<file path="src/rtl/tone_pkg.sv">
// rtl/tone_pkg.sv - shared tone width, rest code and note presets
package tone_pkg;

  localparam int TONE_W = 11;

  // All-ones preset: rest/silence, also the counter overflow value
  localparam logic [TONE_W-1:0] TONE_REST = 11'h7FF;

  // Note presets shared with the note decoder
  localparam logic [TONE_W-1:0] TONE_L1 = 11'h305;
  localparam logic [TONE_W-1:0] TONE_H1 = 11'h582;

endpackage

</file>
<file path="src/rtl/tone_cnt.sv">
// rtl/tone_cnt.sv - loadable up-counter with sync clear and terminal-count flag
module tone_cnt
  import tone_pkg::*;
#(
  parameter int                WIDTH     = TONE_W,
  parameter logic [WIDTH-1:0]  REST_CODE = {WIDTH{1'b1}}
) (
  input  logic             clk_i,
  input  logic             rst_ni,
  input  logic             clr_i,
  input  logic             load_i,
  input  logic [WIDTH-1:0] load_val_i,
  output logic [WIDTH-1:0] cnt_o,
  output logic             tc_o
);

  localparam logic [WIDTH-1:0] ONE = {{(WIDTH-1){1'b0}}, 1'b1};

  logic [WIDTH-1:0] cnt_q;
  logic [WIDTH-1:0] cnt_d;

  // Next count: clear parks at the rest code, load wins over increment
  always_comb begin
    cnt_d = cnt_q;
    if (clr_i) begin
      cnt_d = REST_CODE;
    end else if (load_i) begin
      cnt_d = load_val_i;
    end else begin
      cnt_d = cnt_q + ONE;
    end
  end

  // Counter register; reset parks it so the first enabled edge reloads
  always_ff @(posedge clk_i or negedge rst_ni) begin
    if (!rst_ni) begin
      cnt_q <= REST_CODE;
    end else begin
      cnt_q <= cnt_d;
    end
  end

  assign cnt_o = cnt_q;
  assign tc_o  = (cnt_q == REST_CODE);

endmodule

</file>
<file path="src/rtl/spker_tone_gen.sv">
// rtl/spker_tone_gen.sv - glitch-free speaker square wave from a divider preset
module spker_tone_gen
  import tone_pkg::*;
#(
  parameter int                WIDTH     = TONE_W,
  parameter logic [WIDTH-1:0]  REST_CODE = {WIDTH{1'b1}}
) (
  input  logic             CLK,
  input  logic             RST_N,
  input  logic [WIDTH-1:0] TONE,
  input  logic             EN,
  output logic             SPKS,
  output logic             FULL,
  output logic             MUTE,
  output logic             CHG
);

  logic [WIDTH-1:0] cnt;
  logic             tc;
  logic             reload;

  logic [WIDTH-1:0] tl_q, tl_d;
  logic             spks_q, spks_d;
  logic             full_q, full_d;
  logic             mute_q, mute_d;
  logic             chg_q, chg_d;

  // TONE is only accepted at overflow, so a note change never cuts a half-period short
  assign reload = EN && tc;

  tone_cnt #(
    .WIDTH     (WIDTH),
    .REST_CODE (REST_CODE)
  ) u_cnt (
    .clk_i      (CLK),
    .rst_ni     (RST_N),
    .clr_i      (!EN),
    .load_i     (reload),
    .load_val_i (TONE),
    .cnt_o      (cnt),
    .tc_o       (tc)
  );

  // Next state of latch, toggle and pulse outputs
  always_comb begin
    tl_d   = tl_q;
    spks_d = spks_q;
    mute_d = mute_q;
    full_d = 1'b0;
    chg_d  = 1'b0;
    if (!EN) begin
      tl_d   = REST_CODE;
      spks_d = 1'b0;
      mute_d = 1'b1;
    end else if (reload) begin
      tl_d  = TONE;
      chg_d = (TONE != tl_q);
      if (TONE == REST_CODE) begin
        // Entering or staying in rest forces silence rather than toggling
        spks_d = 1'b0;
        mute_d = 1'b1;
      end else begin
        spks_d = ~spks_q;
        mute_d = 1'b0;
        full_d = 1'b1;
      end
    end
  end

  // Output and latched-tone registers
  always_ff @(posedge CLK or negedge RST_N) begin
    if (!RST_N) begin
      tl_q   <= REST_CODE;
      spks_q <= 1'b0;
      full_q <= 1'b0;
      mute_q <= 1'b1;
      chg_q  <= 1'b0;
    end else begin
      tl_q   <= tl_d;
      spks_q <= spks_d;
      full_q <= full_d;
      mute_q <= mute_d;
      chg_q  <= chg_d;
    end
  end

  assign SPKS = spks_q;
  assign FULL = full_q;
  assign MUTE = mute_q;
  assign CHG  = chg_q;

  logic unused_cnt;
  assign unused_cnt = ^cnt;

endmodule

</file>
<file path="config.mk">
export PLATFORM = sky130hd
export DESIGN_NAME = spker_tone_gen
export DESIGN_NICKNAME = d
export VERILOG_FILES = /design/src/rtl/tone_pkg.sv /design/src/rtl/tone_cnt.sv /design/src/rtl/spker_tone_gen.sv
export SDC_FILE = /design/constraint.sdc
export NUM_CORES = 1
export LEC_CHECK = 0
export ABC_CLOCK_PERIOD_IN_PS = 2700
export CORE_AREA = 2 2 53 55
export CTS_CLUSTER_DIAMETER = 80
export DETAILED_ROUTE_END_ITERATION = 8
export DIE_AREA = 0 0 55 57
export GPL_ROUTABILITY_DRIVEN = 0
export PLACE_DENSITY = 0.83
export SYNTH_ARGS = -nofsm -noshare
export SYNTH_HDL_FRONTEND = slang
export SYNTH_SLANG_ARGS = --single-unit
</file>
<file path="constraint.sdc">
create_clock -name CLK -period 2.7 [get_ports CLK]
set_input_delay 0.81 -clock CLK [delete_from_list [all_inputs] [get_ports CLK]]
set_output_delay 0.81 -clock CLK [all_outputs]
set_load 0.02 [all_outputs]
</file>
## Word level (Yosys, flattened, before mapping)

Cells that the tools add are included.

- Output and inout port bits: 4
- Logic and storage cells: 28
- Register bits after elaboration: 26
- Input port bits: 14

- Muxes and demuxes: 15
- Add/sub/neg operators: 1
- Equality and inequality tests: 4
- Reductions and logical operators: 1
- Bitwise logic cells: 1

Operators by type and width:

| operator | number |
|---|---|
| $mux 11 | 4 |
| $eq 11x11->1 const B | 2 |
| $add 11x1->11 const B | 1 |
| $mux 1 | 11 |
| $ne 11x11->1 | 1 |
| $ne 2x1->1 const B | 1 |
| $logic_and 1x1->1 | 1 |
| $not 1->1 | 1 |

## Logic depth before layout (Yosys ltp)

Gate-level depths: netlist (run 1).

- Word-level depth: 4
- Mapped depth: 7
- Depth with buffers taken out: 5

## Modules after synthesis

Synthesis (run 1) repeated with hierarchy kept, for this count alone.

- Cells, all modules: 140
- Area total of the unflattened synthesis: 1448.9 µm²

By module, submodules not included:

| module | times used | cells an instance | seq. area each (µm²) | area an instance (µm²) |
|---|---|---|---|---|
| spker_tone_gen | 1 | 69 | 390.4 | 765.7 |
| tone_cnt | 1 | 71 | 289.0 | 683.2 |

## Least setup slack after synthesis (run 1)

Ideal clock, no wire load.

- Path kind: reg2reg
- From: register u_cnt.cnt_q[0], in the netlist u_cnt.cnt_o[0]
- To: register spks_q, in the netlist SPKS
- Stages on the path, launching flop included: 7
- Period minus slack after synthesis: 1.971 ns
- Data arrival time: 1.893 ns
- Required time: 2.622 ns
- Path buffers: 1
- Path slack: 0.729 ns
- Library setup time: 0.078 ns
- Cell sequence: dfstp_2 ha_1 nand2_1 or4_1 clkbuf_2 or3_1 a21boi_1

- Longest elaborated chain between the ends: 3

RTL lines:

| item | RTL line | RTL |
|---|---|---|
| from (decl) | tone_cnt.sv:19 | `logic [WIDTH-1:0] cnt_q;` |
| from (signal assigned) | tone_cnt.sv:39 | `cnt_q <= cnt_d;` |
| $eq 11x11->1 | tone_cnt.sv:44 | `assign tc_o = (cnt_q == REST_CODE);` |
| $logic_and 1x1->1 | spker_tone_gen.sv:29 | `assign reload = EN && tc;` |
| $ne 2x1->1 (no source line) | -- |  |
| to (signal assigned) | spker_tone_gen.sv:80 | `spks_q <= spks_d;` |
| to (decl) | spker_tone_gen.sv:23 | `logic spks_q, spks_d;` |

Every way passes these cells.
A chain may end at the register's enable or synchronous reset.

## Final worst setup path (run 1)

- From: register mute_q, in the netlist MUTE
- To: output port MUTE

RTL lines:

| item | RTL line | RTL |
|---|---|---|
| from (decl) | spker_tone_gen.sv:25 | `logic mute_q, mute_d;` |
| from (signal assigned) | spker_tone_gen.sv:82 | `mute_q <= mute_d;` |
| to (decl) | spker_tone_gen.sv:14 | `output logic MUTE,` |

No word-level cell between the ends.

==> results of run 1 <==
## cell usage after synthesis, types with 2 or more instances
master    instances  area (um2)
clkbuf_1          3        11.3
dfstp_2          23         604
inv_1             2        7.51
a21boi_0          5        37.5
nand2_1          20        75.1
o21ai_0          13        65.1
nand3_1           4        20.0
nand4_1           4        25.0
o31a_1            2        17.5
nor2_1           16        60.1
dfrtp_1           3        75.1
nor4_1            2        12.5
nor3_1            6        30.0
a21o_1            2        15.0
xnor2_1          15         131
## power by group through the flow
stage               clock, uW  combinational [uW]  sequential [uW]
global route              187                 890              774
global placement            0                 769              747
finish                    169                 793              753
CTS                       172                 793              753
detailed placement          0                 786              759
floorplan                   0                 560              753
## layout make-up
| type | count | share of cell area, % |
|---|---|---|
| clock buffer | 4 | 1.71 |
| timing repair buffer | 21 | 13.0 |
| tap | 31 | 2.53 |
| sequential | 26 | 44.3 |
| multi-input combinational | 100 | 38.0 |
| inverter | 2 | 0.489 |
## routing by layer
layer / GRT usage [%] / vias up / routed length, um
met3: 2.62 / 0 / 97
met5: 0 / - / 0
met1: 30.9 / 503 / 1280
met4: 5.57 / 0 / 0
li1: - / 498 / -
met2: 33.2 / 21 / 1440
## state kept, by name, indices dropped and copies added (netlist names)
register,cells
tl_q,11
u_cnt.cnt_o,11
CHG,1
FULL,1
MUTE,1
SPKS,1
## how the worst max path moves through the flow
| stage | start | to | slack, ns | depth (start not counted) |
|---|---|---|---|---|
| floorplan | u_cnt.cnt_o[0] | SPKS | 0.73 | 6 |
| global placement | TONE[5] | MUTE | 0.51 | 5 |
| detailed placement | u_cnt.cnt_o[0] | SPKS | 0.55 | 5 |
| CTS | MUTE | MUTE | 0.41 | 1 |
| global route | MUTE | MUTE | 0.38 | 1 |
| finish | MUTE | MUTE | 0.41 | 1 |
## layout by cell type (no fill, tap or decap), drive strengths merged, types with 2 or more instances in the layout
master	netlist	final
buf	1	4
nor3	6	6
o31a	2	2
a21boi	6	6
clkbuf	4	4
nor4	3	3
inv	2	2
xnor2	15	15
nand3	5	5
nor2	16	16
a21o	2	2
nand4	4	4
clkdlybuf4s50	0	17
dfstp	23	23
o21ai	13	13
dfrtp	3	3
nand2	20	20
## through the flow
step                setup WS, ns  std cells  power (uW)
finish                     0.412        184        1710
global route               0.378        184        1850
CTS                        0.413        184        1720
detailed placement         0.550        180        1550
global placement           0.510        180        1520
floorplan                  0.729        133        1310
## kinds of logic after synthesis
logic type | share of synthesized area (%)
DFF | 52.6
adders and majority gates | 0.969
and+or+nand+nor | 20.5
xor gates and xnor gates | 10.9
AOI/OAI and AO/OA | 12.8
buffers and inverters | 2.23
==> qor.csv, run 1 <==
stage;metric;value;unit
critical_path;max_stage_delay;0.60;ns
sta;hold_viol;0;
drt;vias;1022;
cells_and_area;final_net_count;169;
cells_and_area;fillers;234;
cells_and_area;syn2layout_area_growth;18.9;%
worst_hold_path;hold_start;tl_q[2];
sta;tightest_slew;0.420;ns
critical_path;worst-setup-path-type;reg2out;
grt;grt_antenna_before_repair;0;
drt;firstDrtPassIters;4;
grt;track_usage;21.1;%
critical_path;arrival;1.48;ns
floorplan;ioPinCount;18;
clock_network;cts_buffer_depth;2;
worst_hold_path;hold_depth;2;
power;pwr-share-clk;9.9;%
drt;viasPerCell;5.55;
sta;period_minus_slack;2.29;ns
sta;whs;0.477;ns
power;irDropWorstVdd;800;uV
drt;post_drt_wl_per_cell;15.3;um
cells_and_area;seq_area;679;um2
cells_and_area;num_antenna_cells;0;
critical_path;required;1.89;ns
logic_synthesis;synthFlopType;dfstp_2;
drt;drtAntennaViolNets;0;
power;intPower;1040;uW
cells_and_area;drive_gt1_share;20.9;%
critical_path;startpoint_type;flop;
power;sw_frac_of_total;39.5;%
logic_synthesis;synth-seq-area-share;52.6;%
critical_path;crit_chain;clkdlybuf4s50_1;
clock_network;insertion_delay;0.31;ns
run_status;outcome;complete, no violations;
power;powerDensity;1120;nW/um2
flow_run;maxCapViolCount;0;
power;p_sw;677;uW
drt;drc_errors;0;
drt;drtIter0Drc;22;
sta;drv_slew;0;
sta;maxSlewHeadroom;71.9;%
critical_path;cpMaxStageDelayCell;clkdlybuf4s50_1;
power;pwr-share-seq;43.9;%
power;combPwrFrac;46.2;%
critical_path;ff2ff_path_depth;5;
logic_synthesis;synthesis.instances;133;
floorplan;die_width;55;um
cells_and_area;multi_input_area;583;um2
logic_synthesis;ys_seq_elements;26;
logic_synthesis;ys_types;28;
critical_path;reg2reg_from;u_cnt.cnt_o[0];
critical_path;crit_family;buffers and inverters;
grt;grt-ovfl-total;0;
sta;rsz0062_at_grt;false;
clock_network;cts.sinks;26;
worst_hold_path;worst_hold_path.endpoint;tl_q[2];
floorplan;design.core.area;2620;um2
sta;tns;0;ns
critical_path;critPathMaxFanout;2;
sta;period_share;84.7;%
clock_network;ctsRootBufferMaster;clkbuf_4;
cells_and_area;final_util;58.7;%
floorplan;die_h;57;um
placement;place_hpwl;2.08;mm
worst_hold_path;hp-class;reg2reg;
clock_network;postCtsHoldBufs;0;
power;p_leak;0.000625;uW
floorplan;dieArea;3140;um2
logic_synthesis;synthesis.nets;148;
clock_network;cts_tree;built;
clock_network;numCtsBuffers;3;
clock_network;ctsResizeCount;0;
sta;fmax;0.437;GHz
logic_synthesis;ys_async_sr_fraction;100;%
sta;setup_viol_count_final;0;
sta;skew;0.00131;ns
critical_path;crit_buf_inv;1;
clock_network;path_clk_slew;0.14;ns
placement;postPlaceCellArea;1510;um2
logic_synthesis;synth-edff-count;0;
grt;grt_pass1_wl;4.80;mm
drt;drt_wl_total;2.81;mm
placement;numPortBuffers;17;
critical_path;cp-end-kind;output port;
cells_and_area;final_cell_area;1540;um2
logic_synthesis;synth_warnings;0;
grt;grt_pass1_vias;1058;
logic_synthesis;syn_area;1290;um2
grt;grt_max_degree;27;
floorplan;rows;19;
floorplan;start_util;49.4;%
critical_path;rrSetupSlack;0.51;ns
logic_synthesis;synth_area_per_cell;9.71;um2
critical_path;reg2reg_to;SPKS;
clock_network;cts_setup_buffers;0;
clock_network;htreeDepth;1;
Note: power is estimated with default switching activity, not from simulation.
==> run 2: changes to the inputs <==
ABC_CLOCK_PERIOD_IN_PS = 2200   (was 2700)
clock period = 2.2 ns   (was 2.7 ns; I/O delays follow)
==> run 2 against run 1 <==
Net effect:
- clock skew is 0.010 ns higher
- sequential power increased by 23%
- die area unchanged
- final cell count increased by 0.54%
- clock-buffer cell count is the same
- utilization is 0.67 points higher
- final area up 1.1%
- via count rose by 4.8%
- critical path depth stayed put
- routed wire length grew 2.1%
- non-clock buffer count grew 1
==> qor.csv, run 2 (synthesis results as in run 1) <==
stage;metric;value;unit;change
floorplan;rows;19;;unchanged
sta;rsz0062_at_grt;false;;unchanged
floorplan;dieArea;3140;um2;unchanged
floorplan;die_width;55;um;unchanged
sta;hold_viol;0;;unchanged
clock_network;path_clk_slew;0.14;ns;about the same
cells_and_area;final_util;59.4;%;was 58.7%
sta;fmax;0.470;GHz;
power;pwr-share-clk;10.9;%;was 9.9%
power;p_leak;0.000636;uW;was 0.000625 uW
cells_and_area;num_antenna_cells;0;;unchanged
sta;drv_slew;0;;unchanged
clock_network;cts_setup_buffers;0;;unchanged
sta;setup_viol_count_final;0;;unchanged
sta;period_share;96.7;%;
cells_and_area;syn2layout_area_growth;20.3;%;was 18.9%
clock_network;postCtsHoldBufs;0;;unchanged
placement;place_hpwl;2.21;mm;was 2.08 mm
grt;grt_pass1_vias;1047;;was 1058
power;combPwrFrac;46.2;%;about the same
power;intPower;1320;uW;was 1040 uW
drt;viasPerCell;5.79;;was 5.55
drt;drtIter0Drc;45;;was 22
power;irDropWorstVdd;836;uV;was 800 uV
power;p_total;2160;uW;was 1710 uW
critical_path;cp-end-kind;output port;;unchanged
grt;grt_antenna_before_repair;0;;unchanged
drt;firstDrtPassIters;4;;unchanged
critical_path;worstSetupPathDepth;1;;unchanged
floorplan;design.core.area;2620;um2;unchanged
cells_and_area;final_net_count;170;;was 169
critical_path;arrival;1.47;ns;was 1.48 ns
sta;skew;0.0116;ns;was 0.00131 ns
critical_path;max_stage_delay;0.59;ns;was 0.60 ns
clock_network;htreeDepth;1;;unchanged
drt;drtAntennaViolNets;0;;unchanged
critical_path;crit_buf_inv;1;;unchanged
run_status;outcome;complete, no violations;;unchanged
clock_network;ctsResizeCount;0;;unchanged
placement;numPortBuffers;17;;unchanged
clock_network;cts_tree;built;;unchanged
clock_network;cts_buffer_depth;2;;unchanged
critical_path;crit_chain;clkdlybuf4s50_1;;unchanged
critical_path;worst-setup-path-type;reg2out;;unchanged
sta;tightest_slew;0.535;ns;was 0.420 ns
clock_network;ctsRootBufferMaster;clkbuf_4;;unchanged
grt;grt-ovfl-total;0;;unchanged
grt;track_usage;20.9;%;was 21.1%
cells_and_area;final_common_cell;dfstp_2;;unchanged
sta;maxSlewHeadroom;64.1;%;was 71.9%
power;powerDensity;1390;nW/um2;was 1120 nW/um2
sta;whs;0.481;ns;was 0.477 ns
critical_path;startpoint_type;flop;;unchanged
flow_run;maxCapViolCount;0;;unchanged
cells_and_area;mostFrequentLayoutCells;dfstp_2, nand2_1, clkdlybuf4s50_1;;unchanged
drt;vias;1071;;was 1022
drt;drc_errors;0;;unchanged
critical_path;ff2ff_path_depth;6;;was 5
floorplan;die_h;57;um;unchanged
floorplan;ioPinCount;18;;unchanged
floorplan;start_util;49.4;%;unchanged
clock_network;numCtsBuffers;3;;unchanged
power;sw_frac_of_total;39.1;%;was 39.5%
sta;tns;0;ns;unchanged
power;pwr-share-seq;42.8;%;was 43.9%
grt;grt_max_degree;27;;unchanged
worst_hold_path;hp-class;reg2reg;;unchanged
critical_path;cpMaxStageDelayCell;clkdlybuf4s50_1;;unchanged
critical_path;crit_family;buffers and inverters;;unchanged
clock_network;cts.sinks;26;;unchanged
cells_and_area;drive_gt1_share;22.1;%;was 20.9%
critical_path;critPathMaxFanout;2;;unchanged
critical_path;required;1.54;ns;was 1.89 ns
sta;period_minus_slack;2.13;ns;
power;p_sw;846;uW;was 677 uW
worst_hold_path;hold_depth;2;;unchanged
drt;drt_wl_total;2.87;mm;was 2.81 mm
grt;grt_pass1_wl;4.78;mm;was 4.80 mm
drt;post_drt_wl_per_cell;15.5;um;was 15.3 um
clock_network;insertion_delay;0.32;ns;was 0.31 ns
[run 2: changes by cell type in the layout (fill, tap and decap cells not counted), sizes merged]
cell,delta
buf,+1
[run 2: path summary, 6_finish.rpt]
path | start | end | slack (ns)
worst max-delay path | MUTE | MUTE | 0.07
worst min-delay path | tl_q[0] | tl_q[0] | 0.48
worst max register to register | u_cnt.cnt_o[0] | u_cnt.cnt_o[10] | 0.13
worst min register to register | tl_q[0] | tl_q[0] | 0.48
max in group asynchronous | RST_N | tl_q[3] | 1.21
min in group asynchronous | RST_N | FULL | 0.70
[run 2: final cells by class]
class                           instances  area [um2]
Tap cell                               31        38.8
Clock buffer                            4        36.3
Fill cell                             240        1060
Timing Repair Buffer                   22         208
Inverter                                2        7.51
Sequential cell                        26         679
Multi-Input combinational cell        100         583
[run 2: power by group through the flow]
stage                     clock (uW)  sequential, uW  combinational [uW]
after floorplan                    0             924                 687
after global placement             0             919                 959
after detailed placement           0             934                 988
after CTS                        243             926                 996
after global routing             260             956                1100
final                            237             927                1000
[run 2: routing by layer]
metal	share of wire [%]	vias to the layer above	track usage, %
met5	0	-	0
met2	51	37	34.2
li1	-	502	-
met3	4.3	6	1.57
met4	1.8	0	6.62
met1	43	526	29.5
[run 2: per-stage QoR]
| step | instances | setup slack (ns) | instance area [um2] |
|---|---|---|---|
| 2_1_floorplan | 133 | 0.229 | 1290 |
| 3_3_place_gp | 181 | 0.189 | 1520 |
| 3_5_place_dp | 181 | 0.112 | 1520 |
| 4_1_cts | 185 | 0.0640 | 1550 |
| 5_1_grt | 185 | 0.0240 | 1550 |
| 6_report | 185 | 0.0722 | 1550 |
